`config.mk`:
```
export PLATFORM = sky130hd
export DESIGN_NAME = occupancy_tracker_flat
export DESIGN_NICKNAME = d
export VERILOG_FILES = /design/src/rtl/occupancy_tracker_if.sv /design/src/rtl/occupancy_tracker.sv /design/src/flat_wrapper.sv
export SDC_FILE = /design/constraint.sdc
export NUM_CORES = 1
export LEC_CHECK = 0
export CORE_UTILIZATION = 60
export CTS_CLUSTER_DIAMETER = 100
export DETAILED_ROUTE_END_ITERATION = 12
export PLACE_DENSITY_LB_ADDON = 0.3
export SLEW_MARGIN = 40
export SYNTH_ARGS = -nofsm -noshare
export SYNTH_HDL_FRONTEND = slang
export SYNTH_SLANG_ARGS = --single-unit
```
`constraint.sdc`:
```
create_clock -name clk -period 5.6 [get_ports clk]
set_input_delay 1.12 -clock clk [delete_from_list [all_inputs] [get_ports clk]]
set_output_delay 1.12 -clock clk [all_outputs]
set_load 0.01 [all_outputs]
```
`src/rtl/occupancy_tracker_if.sv`:
```
// Doorway beam inputs and occupancy status outputs between the home controller and the tracker.
interface occupancy_tracker_if #(
  parameter int NUM_DOORS = 4,
  parameter int COUNT_W   = 8
);
  logic [NUM_DOORS-1:0] ir_outer;
  logic [NUM_DOORS-1:0] ir_inner;
  logic                 occ_clear;
  logic [COUNT_W-1:0]   occupants;
  logic [NUM_DOORS-1:0] entry_pulse;
  logic [NUM_DOORS-1:0] exit_pulse;
  logic                 full;
  logic                 empty;
  logic                 underflow_err;
  logic [NUM_DOORS-1:0] door_fault;

  modport master (
    output ir_outer, ir_inner, occ_clear,
    input  occupants, entry_pulse, exit_pulse, full, empty, underflow_err, door_fault
  );

  modport slave (
    input  ir_outer, ir_inner, occ_clear,
    output occupants, entry_pulse, exit_pulse, full, empty, underflow_err, door_fault
  );
endinterface

```
`src/rtl/occupancy_tracker.sv`:
```
// Multi-doorway occupancy counter: per-beam sync/debounce, per-door direction FSM,
// shared saturating occupant counter with full/empty/underflow status.

module occupancy_beam #(
  parameter int DEBOUNCE = 3
) (
  input  logic clk,
  input  logic reset,
  input  logic raw,
  output logic filt
);
  logic       s1, s2;
  logic [3:0] cnt;

  always_ff @(posedge clk or negedge reset) begin
    if (!reset) begin
      s1   <= 1'b0;
      s2   <= 1'b0;
      filt <= 1'b0;
      cnt  <= '0;
    end else begin
      s1 <= raw;
      s2 <= s1;
      // accept a change only after DEBOUNCE consecutive disagreeing samples
      if (s2 != filt) begin
        if (cnt == 4'(DEBOUNCE - 1)) begin
          filt <= s2;
          cnt  <= '0;
        end else begin
          cnt <= cnt + 4'd1;
        end
      end else begin
        cnt <= '0;
      end
    end
  end
endmodule

module occupancy_door #(
  parameter int DEBOUNCE = 3,
  parameter int TIMEOUT  = 255
) (
  input  logic clk,
  input  logic reset,
  input  logic ir_outer,
  input  logic ir_inner,
  output logic entry_ev,
  output logic exit_ev,
  output logic fault
);
  typedef enum logic [1:0] {IDLE, OUT_FIRST, IN_FIRST, WAIT_CLEAR} state_t;

  state_t      state;
  logic [15:0] tmo;
  logic        o, i;

  occupancy_beam #(.DEBOUNCE(DEBOUNCE)) u_outer (.clk(clk), .reset(reset), .raw(ir_outer), .filt(o));
  occupancy_beam #(.DEBOUNCE(DEBOUNCE)) u_inner (.clk(clk), .reset(reset), .raw(ir_inner), .filt(i));

  always_ff @(posedge clk or negedge reset) begin
    if (!reset) begin
      state    <= IDLE;
      tmo      <= '0;
      entry_ev <= 1'b0;
      exit_ev  <= 1'b0;
      fault    <= 1'b0;
    end else begin
      entry_ev <= 1'b0;
      exit_ev  <= 1'b0;
      fault    <= 1'b0;
      case (state)
        IDLE: begin
          tmo <= '0;
          case ({o, i})
            2'b10:   state <= OUT_FIRST;
            2'b01:   state <= IN_FIRST;
            2'b11: begin
              state <= WAIT_CLEAR;
              fault <= 1'b1;
            end
            default: state <= IDLE;
          endcase
        end
        OUT_FIRST: begin
          tmo <= tmo + 16'd1;
          // timeout wins over a crossing completing on the same cycle
          if (tmo == 16'(TIMEOUT - 1)) begin
            state <= WAIT_CLEAR;
            fault <= 1'b1;
          end else if ({o, i} == 2'b01) begin
            state    <= WAIT_CLEAR;
            entry_ev <= 1'b1;
          end else if ({o, i} == 2'b00) begin
            state <= IDLE;
          end
        end
        IN_FIRST: begin
          tmo <= tmo + 16'd1;
          if (tmo == 16'(TIMEOUT - 1)) begin
            state <= WAIT_CLEAR;
            fault <= 1'b1;
          end else if ({o, i} == 2'b10) begin
            state   <= WAIT_CLEAR;
            exit_ev <= 1'b1;
          end else if ({o, i} == 2'b00) begin
            state <= IDLE;
          end
        end
        default: begin
          if ({o, i} == 2'b00) state <= IDLE;
        end
      endcase
    end
  end
endmodule

module occupancy_tracker #(
  parameter int NUM_DOORS = 4,
  parameter int COUNT_W   = 8,
  parameter int DEBOUNCE  = 3,
  parameter int TIMEOUT   = 255,
  parameter int MAX_OCC   = 200
) (
  input logic                clk,
  input logic                reset,
  occupancy_tracker_if.slave bus
);
  localparam int SW = COUNT_W + 4;

  logic [NUM_DOORS-1:0] outer_raw, inner_raw;
  logic [NUM_DOORS-1:0] entry_ev, exit_ev, fault;
  logic [NUM_DOORS-1:0] entry_q, exit_q;
  logic [COUNT_W-1:0]   occ_q, occ_next;
  logic                 uf_q, uf_hit;
  logic [3:0]           n_in, n_out;
  logic signed [SW-1:0] net, sum;

  assign outer_raw = bus.ir_outer;
  assign inner_raw = bus.ir_inner;

  occupancy_door #(.DEBOUNCE(DEBOUNCE), .TIMEOUT(TIMEOUT)) u_door [NUM_DOORS-1:0] (
    .clk      (clk),
    .reset    (reset),
    .ir_outer (outer_raw),
    .ir_inner (inner_raw),
    .entry_ev (entry_ev),
    .exit_ev  (exit_ev),
    .fault    (fault)
  );

  // opposing events cancel first, then the result is clamped to the counter range
  always_comb begin
    n_in  = '0;
    n_out = '0;
    for (int d = 0; d < NUM_DOORS; d++) begin
      n_in  = n_in  + 4'(entry_ev[d]);
      n_out = n_out + 4'(exit_ev[d]);
    end
    net    = $signed({{COUNT_W{1'b0}}, n_in}) - $signed({{COUNT_W{1'b0}}, n_out});
    sum    = $signed({4'b0, occ_q}) + net;
    uf_hit = 1'b0;
    if (sum < 0) begin
      occ_next = '0;
      uf_hit   = 1'b1;
    end else if (sum > $signed({4'b0, {COUNT_W{1'b1}}})) begin
      occ_next = '1;
    end else begin
      occ_next = sum[COUNT_W-1:0];
    end
  end

  always_ff @(posedge clk or negedge reset) begin
    if (!reset) begin
      occ_q   <= '0;
      uf_q    <= 1'b0;
      entry_q <= '0;
      exit_q  <= '0;
    end else begin
      entry_q <= entry_ev;
      exit_q  <= exit_ev;
      if (bus.occ_clear) begin
        occ_q <= '0;
        uf_q  <= 1'b0;
      end else begin
        occ_q <= occ_next;
        if (uf_hit) uf_q <= 1'b1;
      end
    end
  end

  assign bus.occupants     = occ_q;
  assign bus.entry_pulse   = entry_q;
  assign bus.exit_pulse    = exit_q;
  assign bus.underflow_err = uf_q;
  assign bus.door_fault    = fault;
  assign bus.full          = (occ_q >= COUNT_W'(MAX_OCC));
  assign bus.empty         = (occ_q == '0);
endmodule

```
`src/flat_wrapper.sv`:
```
// flat-port wrapper written by rule: the top's interface ports become plain ports
module occupancy_tracker_flat 
#(
  parameter int NUM_DOORS = 4,
  parameter int COUNT_W   = 8,
  parameter int DEBOUNCE  = 3,
  parameter int TIMEOUT   = 255,
  parameter int MAX_OCC   = 200
)
  (clk, reset, bus_ir_outer, bus_ir_inner, bus_occ_clear, bus_occupants, bus_entry_pulse, bus_exit_pulse, bus_full, bus_empty, bus_underflow_err, bus_door_fault);
  occupancy_tracker_if #(.NUM_DOORS(NUM_DOORS), .COUNT_W(COUNT_W)) bus_i ();
  input logic clk;
  input logic reset;
  input wire logic [$bits(bus_i.ir_outer)-1:0] bus_ir_outer;
  input wire logic [$bits(bus_i.ir_inner)-1:0] bus_ir_inner;
  input wire logic [$bits(bus_i.occ_clear)-1:0] bus_occ_clear;
  output wire logic [$bits(bus_i.occupants)-1:0] bus_occupants;
  output wire logic [$bits(bus_i.entry_pulse)-1:0] bus_entry_pulse;
  output wire logic [$bits(bus_i.exit_pulse)-1:0] bus_exit_pulse;
  output wire logic [$bits(bus_i.full)-1:0] bus_full;
  output wire logic [$bits(bus_i.empty)-1:0] bus_empty;
  output wire logic [$bits(bus_i.underflow_err)-1:0] bus_underflow_err;
  output wire logic [$bits(bus_i.door_fault)-1:0] bus_door_fault;
  assign bus_i.ir_outer = bus_ir_outer;
  assign bus_i.ir_inner = bus_ir_inner;
  assign bus_i.occ_clear = bus_occ_clear;
  assign bus_occupants = bus_i.occupants;
  assign bus_entry_pulse = bus_i.entry_pulse;
  assign bus_exit_pulse = bus_i.exit_pulse;
  assign bus_full = bus_i.full;
  assign bus_empty = bus_i.empty;
  assign bus_underflow_err = bus_i.underflow_err;
  assign bus_door_fault = bus_i.door_fault;
  occupancy_tracker #(.NUM_DOORS(NUM_DOORS), .COUNT_W(COUNT_W), .DEBOUNCE(DEBOUNCE), .TIMEOUT(TIMEOUT), .MAX_OCC(MAX_OCC)) u_core (.clk(clk), .reset(reset), .bus(bus_i));
endmodule
```
; ---- After elaboration in Yosys (flattened, before gate mapping)
; Cells that the tools add are included.
[totals]
reg_bits = 157
word_cells = 235
[op_classes]
order_cmp = 3
reduce_logical = 26
n_mux = 90
addsub = 20
n_eq_ne = 40
[ops]
columns = operator, count
row1 = $pmux W16 S2, 4
row2 = $add A16 B1 Y16 const B, 4
row3 = $eq A16 B8 Y1 const B, 4
row4 = $mux W4, 16
row5 = $pmux W2 S3, 8
row6 = $mux W2, 20
row7 = $mux W1, 35
row8 = $add A4 B1 Y4 const B, 8
row9 = $eq A4 B2 Y1 const B, 8
row10 = $eq A2 B2 Y1 const B, 12
row11 = $mux W8, 3
row12 = $add A4 B1 Y4, 4
row13 = $eq A2 B1 Y1 const B, 8
row14 = $logic_not A2 Y1, 8
row15 = $reduce_and A2 Y1, 8
row16 = $gt A12 B9 Y1 const B, 1
row17 = $lt A12 B1 Y1 const B, 1
row18 = $add A9 B5 Y10, 1
row19 = $reduce_bool A2 Y1, 5
row20 = $ge A8 B8 Y1 const B, 1
row21 = $logic_not A8 Y1, 1
row22 = $ne A1 B1 Y1, 8
row23 = $pmux W1 S2, 4
row24 = $reduce_or A2 Y1, 4
row25 = 2 further kinds, 3

; ---- Logic depth before layout (Yosys ltp)
[logic_depth]
depth_word = 9
depth_mapped = 15
ltp_nobuf = 15

; ---- Hierarchy
; From an unflattened synthesis, not the netlist that was laid out.
[hier_totals]
hier_cells = 799
hier_area_um2 = 8264.2
[modules_own_cells]
columns = module, area_each_um2, cells_each, instances
row1 = occupancy_door, 1197.4, 126, 4
row2 = occupancy_beam, 282.8, 22, 8
row3 = occupancy_tracker, 1212.4, 119, 1

; ---- Worst setup path after synthesis
; Ideal clock, no wire load.
[synth_timing]
path_type = register to register
startpoint = register u_core.u_door[1].exit_ev
endpoint = register u_core.occ_q[5], in the netlist u_core.bus.occupants[5]
t_arrival_ps = 3437
required_ps = 5458
period_less_slack_ps = 3579
stages_incl_launch_ff = 15
setup_slack_ps = 2021
path_cell_list = dfrtp_1 ha_1 inv_1 fa_1 inv_1 ha_1 fa_1 inv_1 fa_1 ha_1 o21a_1 a21oi_1 mux2i_1 xnor2_1 a21oi_1
[synth_between]
elab_chain_cells = 9
elab_cells_between_ends = 10
cone_classes = 5 x add/sub / 2 x order compare / 3 x mux
[synth_lines]
columns = element, line_no
row1 = from (decl), occupancy_tracker.sv:48  ; output logic exit_ev,
row2 = from (signal assigned), occupancy_tracker.sv:65  ; exit_ev <= 1'b0;
row3 = from (signal assigned), occupancy_tracker.sv:69  ; exit_ev <= 1'b0;
row4 = from (signal assigned), occupancy_tracker.sv:104  ; exit_ev <= 1'b1;
row5 = $add A1 B1 Y2 (*), occupancy_tracker.sv:157  ; n_out = n_out + 4'(exit_ev[d]);
row6 = $add A4 B1 Y4 (*) (2 in series), occupancy_tracker.sv:157
row7 = $sub A4 B4 Y5 (*), occupancy_tracker.sv:159  ; net = $signed({{COUNT_W{1'b0}}, n_in}) - $signed({{COUNT_W{1'b0}}, n_out});
row8 = $add A9 B5 Y10 (*), occupancy_tracker.sv:160  ; sum = $signed({4'b0, occ_q}) + net;
row9 = $gt A12 B9 Y1, occupancy_tracker.sv:165  ; end else if (sum > $signed({4'b0, {COUNT_W{1'b1}}})) begin
row10 = $mux W8, occupancy_tracker.sv:165
row11 = $mux W8 (*), occupancy_tracker.sv:162  ; if (sum < 0) begin
row12 = $mux W8 (*), occupancy_tracker.sv:181  ; if (bus.occ_clear) begin
row13 = to (signal assigned), occupancy_tracker.sv:185  ; occ_q <= occ_next;
row14 = to (decl), occupancy_tracker.sv:133  ; logic [COUNT_W-1:0] occ_q, occ_next;
; Mark *: on every way between the ends. The rest lies on a longest branch, timed or not.
; A chain may end at the register's enable or synchronous reset.

; ---- Worst setup path in the final report
; Ends and elaborated chain as after synthesis.

==> flow_metrics.env <==
export IMPL_relSlewSlack=0.4676
export IMPL_initial_core_util=0.6162
export IMPL_period_needed_ns=3.943
export IMPL_drt_wl_total_mm=14.14
export IMPL_clockBufferDepth=2
export IMPL_synthCells=762
export IMPL_gp_congestion=0.8807
export IMPL_cts_sinks=157
export IMPL_placed_cells=947
export IMPL_rsz0062_at_grt="no"
export IMPL_post_cts_buffers=0
export IMPL_vias_per_cell=5.598
export IMPL_antenna_found_initial=0
export IMPL_n_fill_cell=933
export IMPL_setup_viol=0
export IMPL_postLayoutCellArea_mm2=0.008892
export IMPL_syn_nets=829
export IMPL_setup_tns_ns=0
export IMPL_clock_skew_final_ns=0.005763
export IMPL_critPathKind="reg2reg"
export IMPL_grt_usage=0.2316
export IMPL_layout_common_cells="dfrtp_1 (157), nor2_1 (118), nand2_1 (64)"
export IMPL_num_rows=41
export IMPL_cp_slowest_cell="fa_1"
export IMPL_numPortBuffers=33
export IMPL_critPathLaunchType="register"
export IMPL_grt_pass1_wl_mm=24.26
export IMPL_powerDensity_mw_per_mm2=448.3
export IMPL_fin_crit_sh=0.7041
export IMPL_drcViolationCount=0
export IMPL_worstSkewPairLatency_ns=0.42
export IMPL_layout_commonest_cell="dfrtp_1"
export IMPL_first_pass_iters=4
export IMPL_ys_async_sr_fraction=1.000
export IMPL_ir_drop_mv=0.2778
export IMPL_synth_edf_count=0
export IMPL_die_w_um=116.1
export IMPL_cts_hold_buffers_added=0
export IMPL_dp_hpwl_mm=9.558
export IMPL_cts_made_buffers=17
export IMPL_synth_flop_cell="dfrtp_1"
export IMPL_routedWlPerCell_um=14.44
export IMPL_n_antenna_cell=0
export IMPL_cap_violations=0
export IMPL_worstPathArrival_ns=4.22
export IMPL_grt_pass1_vias=5452
export IMPL_status="finished clean"
export IMPL_cts_max_level=4
export IMPL_worstHoldPathType="reg2reg"
export IMPL_cts_tree="yes"
export IMPL_crit_family="adder cells"
export IMPL_crit_required_ns=5.88
export IMPL_dr_total_vias=5480
export IMPL_final_nets=862
export IMPL_drive_gt1_frac=0.06444
export IMPL_clk_pin_slew_worst_paths_ns=0.06
export IMPL_drv_slew=0
export IMPL_synth_seq_area_share=0.5032
export IMPL_drtIter0Drc=385
export IMPL_finalNonFillerCells=979
export IMPL_coreArea_mm2=0.01267
export IMPL_cp_slowest_stage_delay_ns=0.47
export IMPL_root_buffer="clkbuf_16"
export IMPL_ios=34
export IMPL_cp_end_kind="register"
export IMPL_ys_seq_elements=157
export IMPL_grt_max_degree=108
export IMPL_die_h_um=116.1
export IMPL_path_max_fanout=6
export IMPL_ant_nets=0
export IMPL_worstPathCellList="ha_1 -> inv_1 -> fa_1 -> inv_1 -> ha_1 -> fa_1 -> inv_1 -> fa_1 -> ha_1 -> o21a_1 -> a21oi_1 -> mux2i_1 -> xnor2_1 -> a21oi_1"
export IMPL_die_area_mm2=0.01347
export IMPL_yosys_warnings=0
export IMPL_fmax_mhz=253.6
export IMPL_placed_area_mm2=0.008254
export IMPL_path_buf_inv=3
export IMPL_grt_overflow_total=0
export IMPL_tightest_slew_ns=0.7956
export IMPL_syn_to_final_growth_pct=13.89
export IMPL_hold_viol=0
export IMPL_avgSynthCellArea_um2=10.25
export IMPL_p_leak_nw=4.076
export IMPL_reg2reg_slack_ns=1.66
export IMPL_cts_resized_gates=0
export IMPL_syn_area_mm2=0.007807
export IMPL_synth_distinct_cells=53
where the power goes:
group / switching, W / internal (W)
Combinational: 0.000720 / 0.000539
Sequential: 0.000227 / 0.00133
Clock: 0.000435 / 0.000735
logic make-up after synthesis:
kind of cell | Yosys count | synth area share
buffers and inverters | 63 | 0.03446
xor gates and xnor gates | 70 | 0.07853
and+or+nand+nor | 313 | 0.1992
DFF | 157 | 0.5032
adders and majority gates | 56 | 0.09455
AOI/OAI and AO/OA | 90 | 0.07196
muxes | 13 | 0.01811
per-stage QoR:
| step | worst slack, ns | hold slack [ns] | util | power [W] |
|---|---|---|---|---|
| floorplan | 2.021 | 0.3312 | - | 0.002469 |
| global placement | 1.852 | 0.3328 | 0.6511 | 0.002713 |
| detailed placement | 1.698 | 0.3371 | 0.6514 | 0.002807 |
| CTS | 1.692 | 0.3506 | 0.6996 | 0.004002 |
| global route | 1.462 | 0.3644 | 0.7018 | 0.004252 |
| finish | 1.657 | 0.3485 | 0.7018 | 0.003987 |
cells in the mapped netlist, types with 5 or more instances:
cell      count  area [um^2]
dfrtp_1     157         3929
nor2_1      118        442.9
nand2_1      64        240.2
ha_1         51        638.1
xor2_1       44        385.4
inv_1        42        157.7
o21ai_0      27        135.1
xnor2_1      26        227.7
a21oi_1      25        125.1
nand3_1      25        125.1
nor3_1       16        80.08
clkbuf_1     14        52.55
nand4_1      13        81.33
nor4_1       13        81.33
nor2b_1      11        68.82
mux2_2        9        101.4
nand4b_1      8        70.07
or3_1         8        50.05
a21o_1        7        52.55
a22o_1        7        61.31
nand2b_1      7        43.79
and3_1        6        37.54
buf_4         5        37.54
fa_1          5        100.1
or2_2         5        31.28
path summary, 6_finish.rpt:
kind / end / depth (start not counted) / startpoint
max: u_core.bus.occupants[5]$_DFF_PN0_ / 14 / u_core.u_door[1].exit_ev$_DFF_PN0_
min: u_core.u_door[3].u_outer.s2$_DFF_PN0_ / 0 / u_core.u_door[3].u_outer.s1$_DFF_PN0_
max reg2reg: u_core.bus.occupants[5]$_DFF_PN0_ / 14 / u_core.u_door[1].exit_ev$_DFF_PN0_
min reg2reg: u_core.u_door[3].u_outer.s2$_DFF_PN0_ / 0 / u_core.u_door[3].u_outer.s1$_DFF_PN0_
max in group asynchronous: u_core.u_door[0].u_outer.cnt[2]$_DFF_PN0_ / 2 / reset
min in group asynchronous: u_core.u_door[1].u_outer.cnt[2]$_DFF_PN0_ / 1 / reset
sequential cells by signal, indices dropped and copies added (netlist names), 8 cells and up:
name and flops:
u_core.u_door.state 8, u_core.u_door.u_outer.cnt 16, u_core.u_door.tmo 64, u_core.u_door.u_inner.cnt 16
u_core.bus.occupants 8
cell type report:
cell class	instances	area [um^2]	area share
clock buffer	22	474.2	0.05333
timing repair buffer	35	370.4	0.04165
inverter	42	157.7	0.01773
tap	172	215.2	0.02420
clock inverter	9	136.4	0.01534
sequential	157	3929	0.4418
multi-input combinational	542	3610	0.4059
metal layers:
layer | share of wire | up-vias | track usage
li1 | - | 2636 | -
met1 | 0.45 | 2706 | 0.2846
met2 | 0.50 | 121 | 0.3972
met3 | 0.035 | 17 | 0.05805
met4 | 0.017 | 0 | 0.08291
met5 | 0 | - | 0
Note: power is estimated with default switching activity, not from simulation.
